--- src/rtl/qs_fifo.sv ---
// Single-clock show-ahead FIFO with push/pop handshakes and count-based flags.
// Optional sticky overflow/underflow outputs are compiled in with QS_FIFO_ERR_FLAGS_EN.
module qs_fifo #(
    parameter int DATA_W = 8,
    parameter int DEPTH  = 16
) (
    input  logic              clk,
    input  logic              reset,
    input  logic              push_i,
    input  logic [DATA_W-1:0] push_data_i,
    input  logic              pop_i,
    output logic [DATA_W-1:0] pop_data_o,
    output logic              full_o,
    output logic              empty_o
`ifdef QS_FIFO_ERR_FLAGS_EN
    ,
    output logic              overflow_o,
    output logic              underflow_o
`endif
);

    localparam int PTR_W = (DEPTH > 1) ? $clog2(DEPTH) : 1;
    localparam int CNT_W = $clog2(DEPTH + 1);

    logic [DATA_W-1:0] mem_r [DEPTH];
    logic [PTR_W-1:0]  wr_ptr_r;
    logic [PTR_W-1:0]  rd_ptr_r;
    logic [CNT_W-1:0]  count_r;
    logic              push_acc_s;
    logic              pop_acc_s;

    // Pointers wrap explicitly so DEPTH need not be a power of two.
    function automatic logic [PTR_W-1:0] ptr_inc(input logic [PTR_W-1:0] ptr);
        logic [PTR_W-1:0] nxt;
        if (ptr == PTR_W'(DEPTH - 1)) begin
            nxt = {PTR_W{1'b0}};
        end else begin
            nxt = ptr + PTR_W'(1);
        end
        return nxt;
    endfunction

    // Handshake acceptance and flag decode from the registered count.
    always_comb begin
        full_o     = (count_r == CNT_W'(DEPTH));
        empty_o    = (count_r == {CNT_W{1'b0}});
        push_acc_s = push_i && !full_o;
        pop_acc_s  = pop_i && !empty_o;
        pop_data_o = mem_r[rd_ptr_r];
    end

    // Storage array; deliberately not cleared by reset.
    always_ff @(posedge clk) begin
        if (push_acc_s) begin
            mem_r[wr_ptr_r] <= push_data_i;
        end
    end

    // Pointer and occupancy tracking.
    always_ff @(posedge clk) begin
        if (reset) begin
            wr_ptr_r <= {PTR_W{1'b0}};
            rd_ptr_r <= {PTR_W{1'b0}};
            count_r  <= {CNT_W{1'b0}};
        end else begin
            if (push_acc_s) begin
                wr_ptr_r <= ptr_inc(wr_ptr_r);
            end
            if (pop_acc_s) begin
                rd_ptr_r <= ptr_inc(rd_ptr_r);
            end
            case ({push_acc_s, pop_acc_s})
                2'b10:   count_r <= count_r + CNT_W'(1);
                2'b01:   count_r <= count_r - CNT_W'(1);
                default: count_r <= count_r;
            endcase
        end
    end

`ifdef QS_FIFO_ERR_FLAGS_EN
    // Sticky error flags record any rejected request until reset.
    always_ff @(posedge clk) begin
        if (reset) begin
            overflow_o  <= 1'b0;
            underflow_o <= 1'b0;
        end else begin
            if (push_i && full_o) begin
                overflow_o <= 1'b1;
            end
            if (pop_i && empty_o) begin
                underflow_o <= 1'b1;
            end
        end
    end
`endif

endmodule

--- config.mk ---
export PLATFORM = sky130hd
export DESIGN_NAME = qs_fifo
export DESIGN_NICKNAME = d
export VERILOG_FILES = /design/src/rtl/qs_fifo.sv
export SDC_FILE = /design/constraint.sdc
export NUM_CORES = 1
export LEC_CHECK = 0
export CAP_MARGIN = 20
export CORE_ASPECT_RATIO = 0.8
export CORE_UTILIZATION = 35
export DETAILED_ROUTE_END_ITERATION = 12
export PLACE_DENSITY = 0.58
export SETUP_SLACK_MARGIN = 0.3
export SYNTH_ARGS = -nofsm -noshare
export SYNTH_HDL_FRONTEND = slang
export SYNTH_SLANG_ARGS = --single-unit
export TNS_END_PERCENT = 10
--- constraint.sdc ---
create_clock -name clk -period 3.4 [get_ports clk]
set_input_delay 0.68 -clock clk [delete_from_list [all_inputs] [get_ports clk]]
set_output_delay 0.68 -clock clk [all_outputs]
set_load 0.1 [all_outputs]
==> metrics.md, run 1 <==
| Metric | Value |
|---|---|
| CTS root buf | clkbuf_16 |
| Sequential area share after synthesis | 71.5% |
| Final instance area | 7070 sq um |
| GR Util All Layers | 14.6% |
| CP peak stage delay | 0.55 ns |
| Synth cell count leaders | 128 x edfxtp_1, 40 x mux4_2, 17 x dfxtp_1, 13 x and2_1, 12 x nor2_1 |
| Inserted Clock Buffers | 17 |
| WL per Instance | 20.9 um |
| DP Area | 6380 sq um |
| FF-to-FF setup slack | 0.48 ns |
| Vias in the first global route | 2,953 |
| Met3 Use GR | 4.11% |
| Ports | 22 |
| # setup viols final | 0 |
| Final Max Slew Viols | 0 |
| F_max | 0.332 GHz |
| Syn Inst Count | 296 |
| Worst hold path class | flop to flop |
| # nets final | 350 |
| Met1 usage | 19.3% |
| Yosys reg bits | 145 |
| Crit-path slowest cell | mux4_2 |
| GRT Residual Overflow | 0 |
| CTS clock-pin slew for the worst setup and hold paths | 0.06 ns |
| Via count | 2,797 |
| Tcrit/Tclk final | 88.6% |
| EDFF count, synth | 128 |
| Cell breakdown of the critical path | buf_4, mux4_2, mux4_2, buf_12 |
| CORE AREA | 16,100 sq um |
| Initial antenna violation count | 0 |
| Library cells used by synthesis | 35 |
| CP max FO | 32 |
| Most common cell in the synthesized netlist | edfxtp_1 |
| Max-cap violations | 0 |
| CTS Hold Buffers Added | 0 |
| Initial Util | 36.5% |
| Htree depth | 4 |
| Initial DRT Pass Iterations | 4 |
| Gr busiest metal | met2 |
| Die Ht | 118 um |
| Outcome | finished clean |
| Post-DP HPWL | 7080 um |
| Final Core Density | 44.0% |
| Clock Sinks | 145 |
| Fillers | 1,366 |
| CP startpoint kind | flop |
| Detailed-route DRC error count | 0 |
| Hold_ws | 0.518 ns |
| Critical path class | flop to primary output |
| Detail Route Antenna Nets | 0 |
| Fin. Hold Viols | 0 |
| WP data required | 2.72 ns |
| Maximum vdd ir drop | 0.299 mV |
| Row count | 41 |
| Synth Flop Type | edfxtp_1 |
| Unrepaired setup endpoints after global routing | true |
| Synth top area share | 65.6% |
| DR iter-0 viols | 188 |
| Slew headroom | 54.3% |
| Number of port buffers | 21 |
| Area of the mapped netlist | 5860 sq um |
| Synth-to-Final Area Change | 20.7% |
| First-pass GRT wire length | 17,900 um |
| Layout cells sized above 1 | 29.4% |
| Chip width | 147 um |
| Worst slew pin tran | 0.684 ns |
| Clk buf depth | 2 |
| Area contributors post-synth | edfxtp_1 66%, mux4_2 15%, dfxtp_1 5.8% |
| Power per cell area | 793 nW/um^2 |
| Total die area | 17,300 sq um |
| TritonCTS clock tree | done |
| Leak pwr | 2.28 nW |
| Async set-reset flop share out of synthesis | 0% |
| Routing usage on met2 | 23.5% |
| Pin count of the biggest net entering global routing | 33 |
| Syn_area_per_cell | 19.8 sq um |
| # diodes | 0 |
| Critical Path Most Common Cell | mux4_2 |
| Clock period minus worst slack | 3.01 ns |
| CP Data Arrival Time | 2.33 ns |
| Post-synthesis net count | 316 |
| Final WL | 11,600 um |
| Leading area contributor after synthesis | edfxtp_1 |
| Clk_lat worst skew | 0.41 ns |
| Number of vias per cell | 5.01 |
| Setup TNS | 0 ns |
| RePlAce Congestion | 0.721 |
| YS warnings | 0 |
| Skew final | 0.00800 ns |
| Setup crit end kind | primary output |
==> where the power goes <==
part,switching [W],internal (W)
combinational,0.000927,0.000682
clock,0.000684,0.00122
sequential,0.0000740,0.00202
total,0.00169,0.00392
==> path summary, 6_finish.rpt <==
path                                   from             to  cells past startpoint
worst min register to register  rd_ptr_r[0]           flop                      2
worst min-delay path            rd_ptr_r[0]           flop                      2
worst max-delay path                   flop  pop_data_o[2]                      4
worst max register to register   count_r[1]     count_r[4]                     10
==> layout make-up <==
cell class	instances	area [sq um]	area share [%]
repair buffers	32	400	5.67
clock inverters	6	60.1	0.850
inverters	5	18.8	0.266
flip-flops and latches	145	4190	59.3
well taps	215	269	3.81
clock buffers	26	564	7.99
multi-input cells	129	1570	22.2
==> logic make-up after synthesis <==
group	synth area share [%]
xor gates and xnor gates	0.748
DFF	71.5
AOI/OAI and AO/OA	3.08
muxes	16.3
buffers and inverters	2.24
adders and majority gates	1.71
and+or+nand+nor	4.49
==> flip-flops by register name, summed over array words and instances (netlist names), named ones only <==
name	cells
rd_ptr_r	4
mem_r	128
wr_ptr_r	4
count_r	5
==> stage by stage <==
stage | setup slack, ns | instances | power [W]
2_1_floorplan | 0.402 | 296 | 0.00330
3_3_place_gp | 0.453 | 521 | 0.00368
3_5_place_dp | 0.396 | 521 | 0.00369
4_1_cts | 0.339 | 555 | 0.00566
5_1_grt | 0.296 | 558 | 0.00582
6_report | 0.388 | 558 | 0.00561
==> critical path: cells and delay by family, from the launching register on <==
family | cells | cell delay (ns)
flip-flops | 1 | 0.31
multiplexers | 2 | 0.96
buffers and inverters | 2 | 0.62
==> repair_timing <==
item                       CTS  global route
buffers inserted             1             3
setup endpoints to repair    7             2
cloned                       1             0
gates resized for setup      1             1
pin swaps                    0             1
==> routing by layer <==
layer | vias to the layer above | wire length, um
met4 | 0 | 74
li1 | 1273 | -
met5 | - | 0
met3 | 8 | 573
met2 | 59 | 5680
met1 | 1457 | 5310
==> cells in the final DEF, fill, tap and decap left out, types with 3 or more instances in the layout <==
master,n
clkbuf_16,21
xor2_1,5
mux4_2,40
buf_4,11
o21ai_0,6
clkinv_2,3
ha_1,8
clkbuf_1,3
buf_12,9
clkdlybuf4s50_1,11
mux2i_1,3
and2_1,13
a21oi_1,9
nor2_1,12
nand2_1,4
inv_1,5
nor2b_1,3
nor4b_2,4
dfxtp_1,16
edfxtp_1,128
No activity file was read; power rests on OpenSTA's default activity.
==> run 2: changes to the inputs <==
==> constraint.sdc (replaced) <==
create_clock -name clk -period 3.4 [get_ports clk]
set_input_delay 0.68 -clock clk [delete_from_list [all_inputs] [get_ports clk]]
set_output_delay 0.68 -clock clk [all_outputs]
set_load 0.05 [all_outputs]
==> run 2 against run 1 <==
Against the previous run: design area is 2.2% lower; critical path type unchanged; worst hold slack worse by 0.0071 ns; die area stayed put; critical endpoint is now pop_data_o[0]; register-to-register slack better by 0.10 ns; final cell count stayed put; largest power group unchanged; global-route usage is 0.12 points lower; via count is 0.25% higher; sequential share of layout area is 1.3 points higher; sequential power hardly changed; clock skew hardly changed.
==> metrics.md, run 2 (synthesis results as in run 1) <==
| Metric | Value |
|---|---|
| CORE AREA | 16,100 sq um |
| Initial Util | 36.5% |
| Leak pwr | 2.21 nW |
| Maximum vdd ir drop | 0.321 mV |
| Commonest non-fill, non-tap cells in the layout | 128 x edfxtp_1, 40 x mux4_2, 20 x clkbuf_16, 18 x buf_4, 16 x dfxtp_1 |
| Unrepaired setup endpoints after global routing | true |
| GR Util All Layers | 14.5% |
| Clk pwr share | 35.0% |
| Clock Sinks | 145 |
| Post-DP HPWL | 7050 um |
| Total die area | 17,300 sq um |
| Power per cell area | 736 nW/um^2 |
| Max FFs per register | 128 |
| Fin cells | 558 |
| Met3 Use GR | 3.72% |
| Layout cells sized above 1 | 29.4% |
| DR iter-0 viols | 197 |
| Tcrit/Tclk final | 89.2% |
| Ports | 22 |
| Initial DRT Pass Iterations | 4 |
| CTS root buf | clkbuf_16 |
| Hold_ws | 0.511 ns |
| # nets final | 350 |
| GRT Residual Overflow | 0 |
| Clk buf depth | 2 |
| Most common cell after layout, fill and taps aside | edfxtp_1 |
| Setup crit end kind | primary output |
| Fin. Hold Viols | 0 |
| Die Ht | 118 um |
| F_max | 0.330 GHz |
| Worst slew pin tran | 0.671 ns |
| Top Registers | mem_r x128, count_r x5 |
| Clock period minus worst slack | 3.03 ns |
| TritonCTS clock tree | done |
| Final Core Density | 43.0% |
| Inserted Clock Buffers | 17 |
| RePlAce Congestion | 0.705 |
| Row count | 41 |
| Slew headroom | 55.2% |
| WL per Instance | 20.5 um |
| Internal Pwr Total | 0.00363 W |
| CTS clock-pin slew for the worst setup and hold paths | 0.06 ns |
| Top reg by flops | mem_r |
| Final WL | 11,400 um |
| Fillers | 1,374 |
| First-pass GRT wire length | 17,800 um |
| Worst hold path class | flop to flop |
| Gr busiest metal | met2 |
| Chip width | 147 um |
| NetSw | 0.00145 W |
| # setup viols final | 0 |
| FF/Latch Area | 4190 sq um |
| Power share of the sequential group | 40.9% |
| Detailed-route DRC error count | 0 |
| CP Data Arrival Time | 2.35 ns |
| Multi-input logic area | 1570 sq um |
| Met1 usage | 19.6% |
| Detail Route Antenna Nets | 0 |
| Setup TNS | 0 ns |
| Final Max Slew Viols | 0 |
| CP max FO | 32 |
| Skew final | 0.00781 ns |
| # diodes | 0 |
| Pin count of the biggest net entering global routing | 33 |
| Initial antenna violation count | 0 |
| Clk_lat worst skew | 0.41 ns |
| Sw frac | 28.5% |
| Htree depth | 4 |
| WP data required | 2.72 ns |
| Comb pwr share | 24.1% |
| Vias in the first global route | 2,927 |
| Number of port buffers | 21 |
| Cells after DPL | 521 |
| Number of vias per cell | 5.03 |
| Synth-to-Final Area Change | 17.9% |
| CP startpoint kind | flop |
| Outcome | finished clean |
| Critical path class | flop to primary output |
| Via count | 2,804 |
| Max-cap violations | 0 |
| Routing usage on met2 | 22.5% |
## run 2: cell count changes in the layout (fill, tap and decap cells not counted), moves of 2 or more
cell,delta
buf_4,+7
buf_12,-8
clkbuf_8,-2
clkinvlp_4,+2
clkdlybuf4s50_1,+2
clkinv_4,+3
## run 2: final cells by class
cell class	count	share of cell area, %
sequential	145	60.6
multi-input combinational	129	22.7
clock buffer	22	7.36
timing repair buffer	32	4.13
tap	215	3.89
clock inverter	10	1.05
inverter	5	0.272
## run 2: per-layer routing
layer,up-vias,share of wire [%]
met3,12,3.6
met2,57,48
met1,1464,47
met4,0,0.98
met5,-,0
li1,1271,-
## run 2: through the flow
step / power, W / instance area (sq um) / setup slack, ns
after floorplan: 0.00307 / 5860 / 0.555
after global placement: 0.00333 / 6290 / 0.454
after detailed placement: 0.00334 / 6290 / 0.407
after CTS: 0.00512 / 6870 / 0.325
after global routing: 0.00530 / 6910 / 0.274
final: 0.00508 / 6910 / 0.368
## run 2: critical path: stages (launching register included)
cell and delay, ns:
dfxtp_2 0.34, buf_12 0.27, mux4_2 0.57, mux4_2 0.53, buf_4 0.22
## run 2: path summary, 6_finish.rpt
| path | startpoint | end | slack, ns | depth (start not counted) |
|---|---|---|---|---|
| setup / recovery | flop | pop_data_o[0] | 0.37 | 4 |
| hold / removal | rd_ptr_r[0] | flop | 0.51 | 2 |
| setup reg to reg | count_r[1] | count_r[4] | 0.58 | 9 |
| hold reg to reg | rd_ptr_r[0] | flop | 0.51 | 2 |
## run 2: power groups by stage
stage	registers, W	clock network (W)	logic (W)
5_1_grt	0.00209	0.00188	0.00132
3_5_place_dp	0.00211	0	0.00123
3_3_place_gp	0.00211	0	0.00121
6_report	0.00208	0.00178	0.00123
4_1_cts	0.00208	0.00181	0.00123
2_1_floorplan	0.00208	0	0.000984
## run 2: repair_timing
item                                    CTS  global route
hold buffers                              0             0
resized for setup                         0             1
endpoints found under the setup margin    0             7
buffers inserted                          0             5
==> run 3: changes to the inputs <==
--- a/config.mk
+++ b/config.mk
@@ -9,6 +9,7 @@
 export CORE_ASPECT_RATIO = 0.8
 export CORE_UTILIZATION = 35
 export DETAILED_ROUTE_END_ITERATION = 12
+export GPL_TIMING_DRIVEN = 0
 export PLACE_DENSITY = 0.58
 export SETUP_SLACK_MARGIN = 0.3
 export SYNTH_ARGS = -nofsm -noshare
==> run 3 against run 2 <==
Against the previous run: total power increased by 2.5%; count of clock-buffer cells in the layout fell by 5; first-iteration DRC count shrank 3.0%; critical path type unchanged; largest cell class unchanged.
==> metrics.md, run 3 (synthesis results as in run 1) <==
| Metric | Value |
|---|---|
| Outcome | finished clean |
| Power per cell area | 745 nW/um^2 |
| Hold_ws | 0.517 ns |
| Initial Util | 36.5% |
| Worst hold start | rd_ptr_r[3] |
| Fillers | 1,372 |
| CTS Hold Buffers Added | 0 |
| Tcrit/Tclk final | 90.6% |
| Synth-to-Final Area Change | 19.4% |
| Clock period minus worst slack | 3.08 ns |
| CP Data Arrival Time | 2.40 ns |
| Setup slack after layout | 0.321 ns |
| Chip width | 147 um |
| Critical path buffers and inverters | 3 |
| Crit-path slowest cell | mux4_2 |
| # setup viols final | 0 |
| Cells after DPL | 536 |
| Detailed-route DRC error count | 0 |
| Clk pwr share | 35.1% |
| Total die area | 17,300 sq um |
| Final WL | 11,400 um |
| # diodes | 0 |
| First-pass GRT wire length | 17,700 um |
| Leak pwr | 2.27 nW |
| Clock Sinks | 145 |
| WL per Instance | 20.0 um |
| Initial DRT Pass Iterations | 4 |
| Slew headroom | 41.7% |
| Comb pwr share | 25.4% |
| Clk_lat worst skew | 0.42 ns |
| Cell breakdown of the critical path | buf_4, buf_8, mux4_2, mux4_2, buf_2 |
| CTS root buf | clkbuf_16 |
| Critical path class | flop to primary output |
| RePlAce Congestion | 0.715 |
| Clk buf depth | 2 |
| CP max FO | 10 |
| CORE AREA | 16,100 sq um |
| Power share of the sequential group | 39.5% |
| Most common cell after layout, fill and taps aside | edfxtp_1 |
| Layout cells sized above 1 | 30.5% |
| Post-DP HPWL | 7890 um |
| Skew final | 0.00735 ns |
| FF/Latch Area | 4180 sq um |
| Reg-to-Reg Start | count_r[1] |
| Vias in the first global route | 2,925 |
| Max FFs per register | 128 |
| GRT Residual Overflow | 0 |
| Unrepaired setup endpoints after global routing | true |
| Initial antenna violation count | 0 |
| Detail Route Antenna Nets | 0 |
| Number of vias per cell | 5.09 |
| Crit path max-delay family | multiplexers |
| Fin. Hold Viols | 0 |
| Row count | 41 |
| CTS clock-pin slew for the worst setup and hold paths | 0.06 ns |
| Pin count of the biggest net entering global routing | 17 |
| Internal Pwr Total | 0.00370 W |
| Number of port buffers | 21 |
| F_max | 0.325 GHz |
| Htree depth | 4 |
| TritonCTS clock tree | done |
| Final Max Slew Viols | 0 |
| Setup crit end kind | primary output |
| Inserted Clock Buffers | 17 |
| Die Ht | 118 um |
| Multi-input logic area | 1570 sq um |
| Via count | 2,895 |
| # nets final | 362 |
| Worst hold path class | flop to flop |
| WP data required | 2.72 ns |
| Commonest non-fill, non-tap cells in the layout | 128 x edfxtp_1, 40 x mux4_2, 17 x dfxtp_1, 17 x clkbuf_16 |
| Critical Path Most Common Cell | mux4_2 |
| Worst slew pin tran | 0.873 ns |
| NetSw | 0.00150 W |
| Sw frac | 28.9% |
| CP startpoint kind | flop |
| CP peak stage delay | 0.56 ns |
| Maximum vdd ir drop | 0.408 mV |
| Top Registers | mem_r x128, count_r x5 |
| DR iter-0 viols | 191 |
| Ports | 22 |
| Fin cells | 569 |
| Worst slack at placement | 0.0288 ns |
| Max-cap violations | 0 |
| Top reg by flops | mem_r |
| GR Util All Layers | 14.4% |
[run 3: path summary, 6_finish.rpt]
| path | endpoint | slack [ns] | cells after the start |
|---|---|---|---|
| worst max-delay path | pop_data_o[2] | 0.32 | 5 |
| worst min-delay path | rd_ptr_r[3] | 0.52 | 2 |
| worst min register to register | rd_ptr_r[3] | 0.52 | 2 |
| worst max register to register | count_r[4] | 0.48 | 13 |
[run 3: cell type report]
type                            instances  share of cell area [%]
Tap cell                              215                    3.85
Sequential cell                       145                    59.9
Inverter                                5                   0.268
Multi-Input combinational cell        129                    22.4
Buffer                                 17                    1.97
Timing Repair Buffer                   27                    3.33
Clock buffer                           17                    6.09
Clock inverter                         14                    2.22
[run 3: repair_timing]
item                                    4_1_cts  5_1_grt
resized for setup                            48        5
hold endpoints to repair                      0        0
buffers inserted                              0        2
pin swaps                                     0        2
endpoints found under the setup margin       11        9
[run 3: worst register-to-register path, cell delays in order, from the launching register on]
cell      delay, ns
dfxtp_1        0.31
buf_6          0.13
or4_4          0.51
buf_6          0.15
o21ai_4        0.15
buf_8          0.11
ha_1           0.13
clkbuf_4       0.17
xor2_1         0.16
ha_2           0.20
and3b_1        0.15
o21ai_0        0.09
a31oi_1        0.19
mux2_2         0.35
[run 3: power by group through the flow]
stage                     combinational, W  sequential, W  clock, W
after global routing               0.00142        0.00207   0.00194
after floorplan                   0.000984        0.00208         0
after global placement             0.00132        0.00209         0
final                              0.00132        0.00206   0.00183
after detailed placement           0.00135        0.00210         0
after CTS                          0.00133        0.00206   0.00186
[run 3: layer usage]
| layer | up-vias | track usage, % | share of wire (%) | wire length [um] |
|---|---|---|---|---|
| met5 | - | 0 | 0 | 0 |
| met3 | 18 | 3.57 | 4.5 | 513 |
| met2 | 74 | 20.9 | 47 | 5320 |
| li1 | 1294 | - | - | - |
| met4 | 0 | 5.60 | 1.3 | 153 |
| met1 | 1509 | 20.8 | 47 | 5400 |
[run 3: per-stage QoR]
step / area, sq um / util [%] / TNS (ns) / total power (W)
final: 6990 / 43.5 / 0 / 0.00521
after floorplan: 5860 / - / 0 / 0.00307
after global placement: 6330 / 39.5 / -18.24 / 0.00341
after global routing: 6990 / 43.5 / 0 / 0.00543
after CTS: 6960 / 43.4 / 0 / 0.00525
after detailed placement: 6400 / 39.9 / 0 / 0.00344
==> variant 1, RTL diff (flow settings as in run 2) <==
The parameter `DATA_W` goes from 8 to 10.
--- a/src/rtl/qs_fifo.sv
+++ b/src/rtl/qs_fifo.sv
@@ -1,7 +1,7 @@
 // Single-clock show-ahead FIFO with push/pop handshakes and count-based flags.
 // Optional sticky overflow/underflow outputs are compiled in with QS_FIFO_ERR_FLAGS_EN.
 module qs_fifo #(
-    parameter int DATA_W = 8,
+    parameter int DATA_W = 10,
     parameter int DEPTH  = 16
 ) (
     input  logic              clk,
Ports: changed (resized pop_data_o and push_data_i); port bits go from 22 to 26. The function was not compared with the original's and may differ.
==> variant 1 against run 2 <==
  * Synthesized area grew 20%
  * Worst setup slack lost 0.086 ns
  * Core utilization is essentially flat
  * Total power grew 15%
  * Combinational power grew 15%
  * Sequential cell count grew 32
  * Cell area grew 20%
  * Routed wire length grew 25%
  * Largest cell class unchanged
==> variant 1: results (changes against run 2) <==
- Critical hold path startpoint: wr_ptr_r[0]
- Slew @ Worst Pin: 0.553 ns (-0.119 ns)
- Dpl cell area: 7690 sq um (+22%)
- Signal buffers: 49 (+53%)
- Seq/Total Area, Yosys: 0.732 (+0.0173)
- Post-Place Cells: 625 (+20%)
- First-pass GRT wire length: 21,500 um (+21%)
- Post-Synth Adder-Cell Area: 0.0142 (-0.00286)
- Max VDD drop: 0.375 mV (+17%)
- DR WL met3: 1000 um (+150%)
- Status: completed
- Final instance area: 8300 sq um (+20%)
- Largest net degree at the start of global routing: 29 (-12%)
- DR WL met2: 6890 um (+25%)
- Count of multi-input gates: 139 (+7.8%)
- Commonest cells in the netlist: edfxtp_1 (160), mux4_2 (50), dfxtp_1 (17)
- CP max FO: 14 (-56%)
- Total GRT Usage: 0.149 (+0.00416)
- Number of global-route vias before repair: 3,445 (+18%)
- Non-clk buf share: 0.0541 (+0.0128)
- CP max stage delay: 0.55 ns (-0.02 ns)
- Crit path DAT: 2.44 ns (+0.09 ns)
- Area of the multi-input gates: 1790 sq um (+14%)
- Final Wtd Congestion: 0.730 (+3.6%)
- Flip-flop and latch count after synthesis: 177 (+22%)
- Clock buffer count: 18 (-18%)
- P_leak: 2.65 nW (+20%)
- Reg2reg path depth: 10 (+1)
- R2R Setup Slk: 0.55 ns (-0.03 ns)
- Area growth syn-to-layout: 18.1%
- Initial drt markers: 346 (+76%)
- Post-synth EDFFs: 160 (+25%)
- Final net count: 411 (+17%)
- Syn Nets: 362 (+15%)
- Share of cells above drive strength 1: 0.308 (+0.0140)
- Mapped Cells: 340 (+15%)
## variant 1: power groups by stage
stage / combinational (mW) / sequential (mW) / clock [mW]
3_5_place_dp: 1.40 / 2.60 / 0
4_1_cts: 1.40 / 2.56 / 1.91
2_1_floorplan: 1.11 / 2.54 / 0
6_report: 1.41 / 2.57 / 1.88
3_3_place_gp: 1.39 / 2.60 / 0
5_1_grt: 1.51 / 2.58 / 1.99
## variant 1: worst min path at each step
stage                   to  slack, ns  cells after the start
2_1_floorplan     register       0.47                      2
5_1_grt           register       0.57                      2
4_1_cts        wr_ptr_r[0]       0.53                      2
3_3_place_gp   rd_ptr_r[3]       0.50                      2
3_5_place_dp   wr_ptr_r[0]       0.52                      2
6_report       wr_ptr_r[0]       0.52                      2
## variant 1: layer usage
metal | vias to the layer above | global-route usage
met3 | 19 | 0.0448
met1 | 1775 | 0.200
met4 | 4 | 0.0521
li1 | 1490 | -
met5 | - | 0
met2 | 95 | 0.232
==> variant 2, RTL diff (flow settings as in run 2) <==
Made on the original files. Add a define of `QS_FIFO_ERR_FLAGS_EN`.
--- a/src/rtl/qs_fifo.sv
+++ b/src/rtl/qs_fifo.sv
@@ -1,5 +1,7 @@
 // Single-clock show-ahead FIFO with push/pop handshakes and count-based flags.
 // Optional sticky overflow/underflow outputs are compiled in with QS_FIFO_ERR_FLAGS_EN.
+`define QS_FIFO_ERR_FLAGS_EN
+
 module qs_fifo #(
     parameter int DATA_W = 8,
     parameter int DEPTH  = 16
Function (old outputs only; new: overflow_o and underflow_o): kept (equiv_simple and equiv_induct, registers matched by name and starting in step).
==> variant 2 against run 2 <==
  * Non-clock buffer count rose by 14
  * Cell area rose by 2.3%
  * Sequential cell count rose by 2
  * Worst setup slack improved by 0.086 ns
  * Total power rose by 2.1%
  * Critical path depth rose by 1
  * Clock power barely moved
  * Synthesized area rose by 0.60%
  * Routed wire length rose by 2.0%
  * Via count rose by 11%
  * Synthesized cell count rose by 12%
  * Critical endpoint is now pop_data_o[6]
  * Clock skew rose by 0.0029 ns
  * Hold slack got worse by 0.032 ns
==> variant 2: results (changes against run 2) <==
- Status: completed
- Crit path DAT: 2.27 ns (-0.08 ns)
- Combinational Power Share: 0.238 (-0.003)
- Largest net degree at the start of global routing: 17 (-48%)
- Initial drt markers: 231 (+17%)
- R2R Setup Slk: 0.53 ns (-0.05 ns)
- Worst slack at placement: 0.387 ns (-0.0203 ns)
- First-pass GRT wire length: 18,300 um (+2.6%)
- Top post-synthesis cells by area: edfxtp_1 (65%), mux4_2 (12%), dfxtp_1 (6.5%), a22oi_1 (2.0%), ha_1 (1.7%)
- Final Wtd Congestion: 0.768 (+8.9%)
- Skew final: 0.0107 ns (+0.00286 ns)
- Fin cells: 611 (+9.5%)
- Vias per cell: 5.10 (+1.5%)
- Max Freq: 339 MHz (+2.9%)
- Dpl cell area: 6490 sq um (+3.3%)
- Slew HR: 0.432 (-0.120)
- Max VDD drop: 0.358 mV (+11%)
- Detailed Route WL: 11,700 um (+2.0%)
- P_leak: 2.36 nW (+7.0%)
- IO Port Bufs: 23 (+9.5%)
- Final net count: 398 (+14%)
- Slowest CP cell: mux4_2
- Reg2reg path depth: 10 (+1)
- Critical hold path startpoint: underflow_o
- Register share of total power: 0.419 (+0.010)
- CTS resizes: 1 (+1)
- Number of global-route vias before repair: 3,231 (+10%)
- Num rows: 42 (+2.4%)
- Min Hold Slack: 0.479 ns (-0.0317 ns)
- Post-Synth Adder-Cell Area: 0.0170 (-0.000102)
- Compound-gate portion of the synthesized area: 0.0527 (+0.0219)
- Syn Nets: 351 (+11%)
- Post-synthesis xor/xnor area fraction: 0.00743 (-0.0000445)
- Crit path to: pop_data_o[6]
- DP HPWL: 7780 um (+10%)
- Worst reg2reg path endpoint: count_r[4]
- Min-Delay Endpoint: underflow_o
- Fillcell total: 1,482 (+7.9%)
- Commonest cells in the netlist: edfxtp_1 (128), mux4_2 (32), nor2_1 (24)
- Seq/Total Area, Yosys: 0.717 (+0.00255)
- Total power: 5.19 mW (+2.1%)
- Share of cells above drive strength 1: 0.261 (-0.0336)
- Syn Area/Cell: 17.8 sq um (-10%)
- CP max FO: 11 (-66%)
- Mux cell area share after synthesis: 0.133 (-0.0301)
- Unique masters post-synth: 41 (+17%)
- P_sw: 1.52 mW (+4.7%)
- Post-Place Cells: 579 (+11%)
- Total GRT Usage: 0.147 (+0.00200)
- CP max stage delay: 0.52 ns (-0.05 ns)
variant 2: logic make-up (layout without fill, tap and decap cells):
| kind of cell | after synthesis | after routing |
|---|---|---|
| AO/OA/AOI/OAI | 41 | 41 |
| XOR/XNOR | 5 | 5 |
| adder cells (fa/ha/maj) | 8 | 8 |
| buffers and inverters | 25 | 85 |
| flip-flops | 147 | 147 |
| multiplexers | 38 | 38 |
| AND/OR/NAND/NOR | 67 | 67 |
variant 2: metal layers:
layer  global-route usage  vias to the layer above  share of wire
li1                     -                     1414              -
met4               0.0780                        0          0.017
met1                0.198                     1621           0.46
met2                0.220                       68           0.47
met3               0.0341                       14          0.047
met5                    0                        -              0
variant 2: area by class of cell:
class	instances	area (sq um)	area share
flip-flops and latches	147	4230	0.599
multi-input cells	159	1560	0.221
clock buffers	17	425	0.0602
repair buffers	46	407	0.0576
well taps	220	275	0.0390
clock inverters	15	143	0.0202
inverters	7	26.3	0.00372
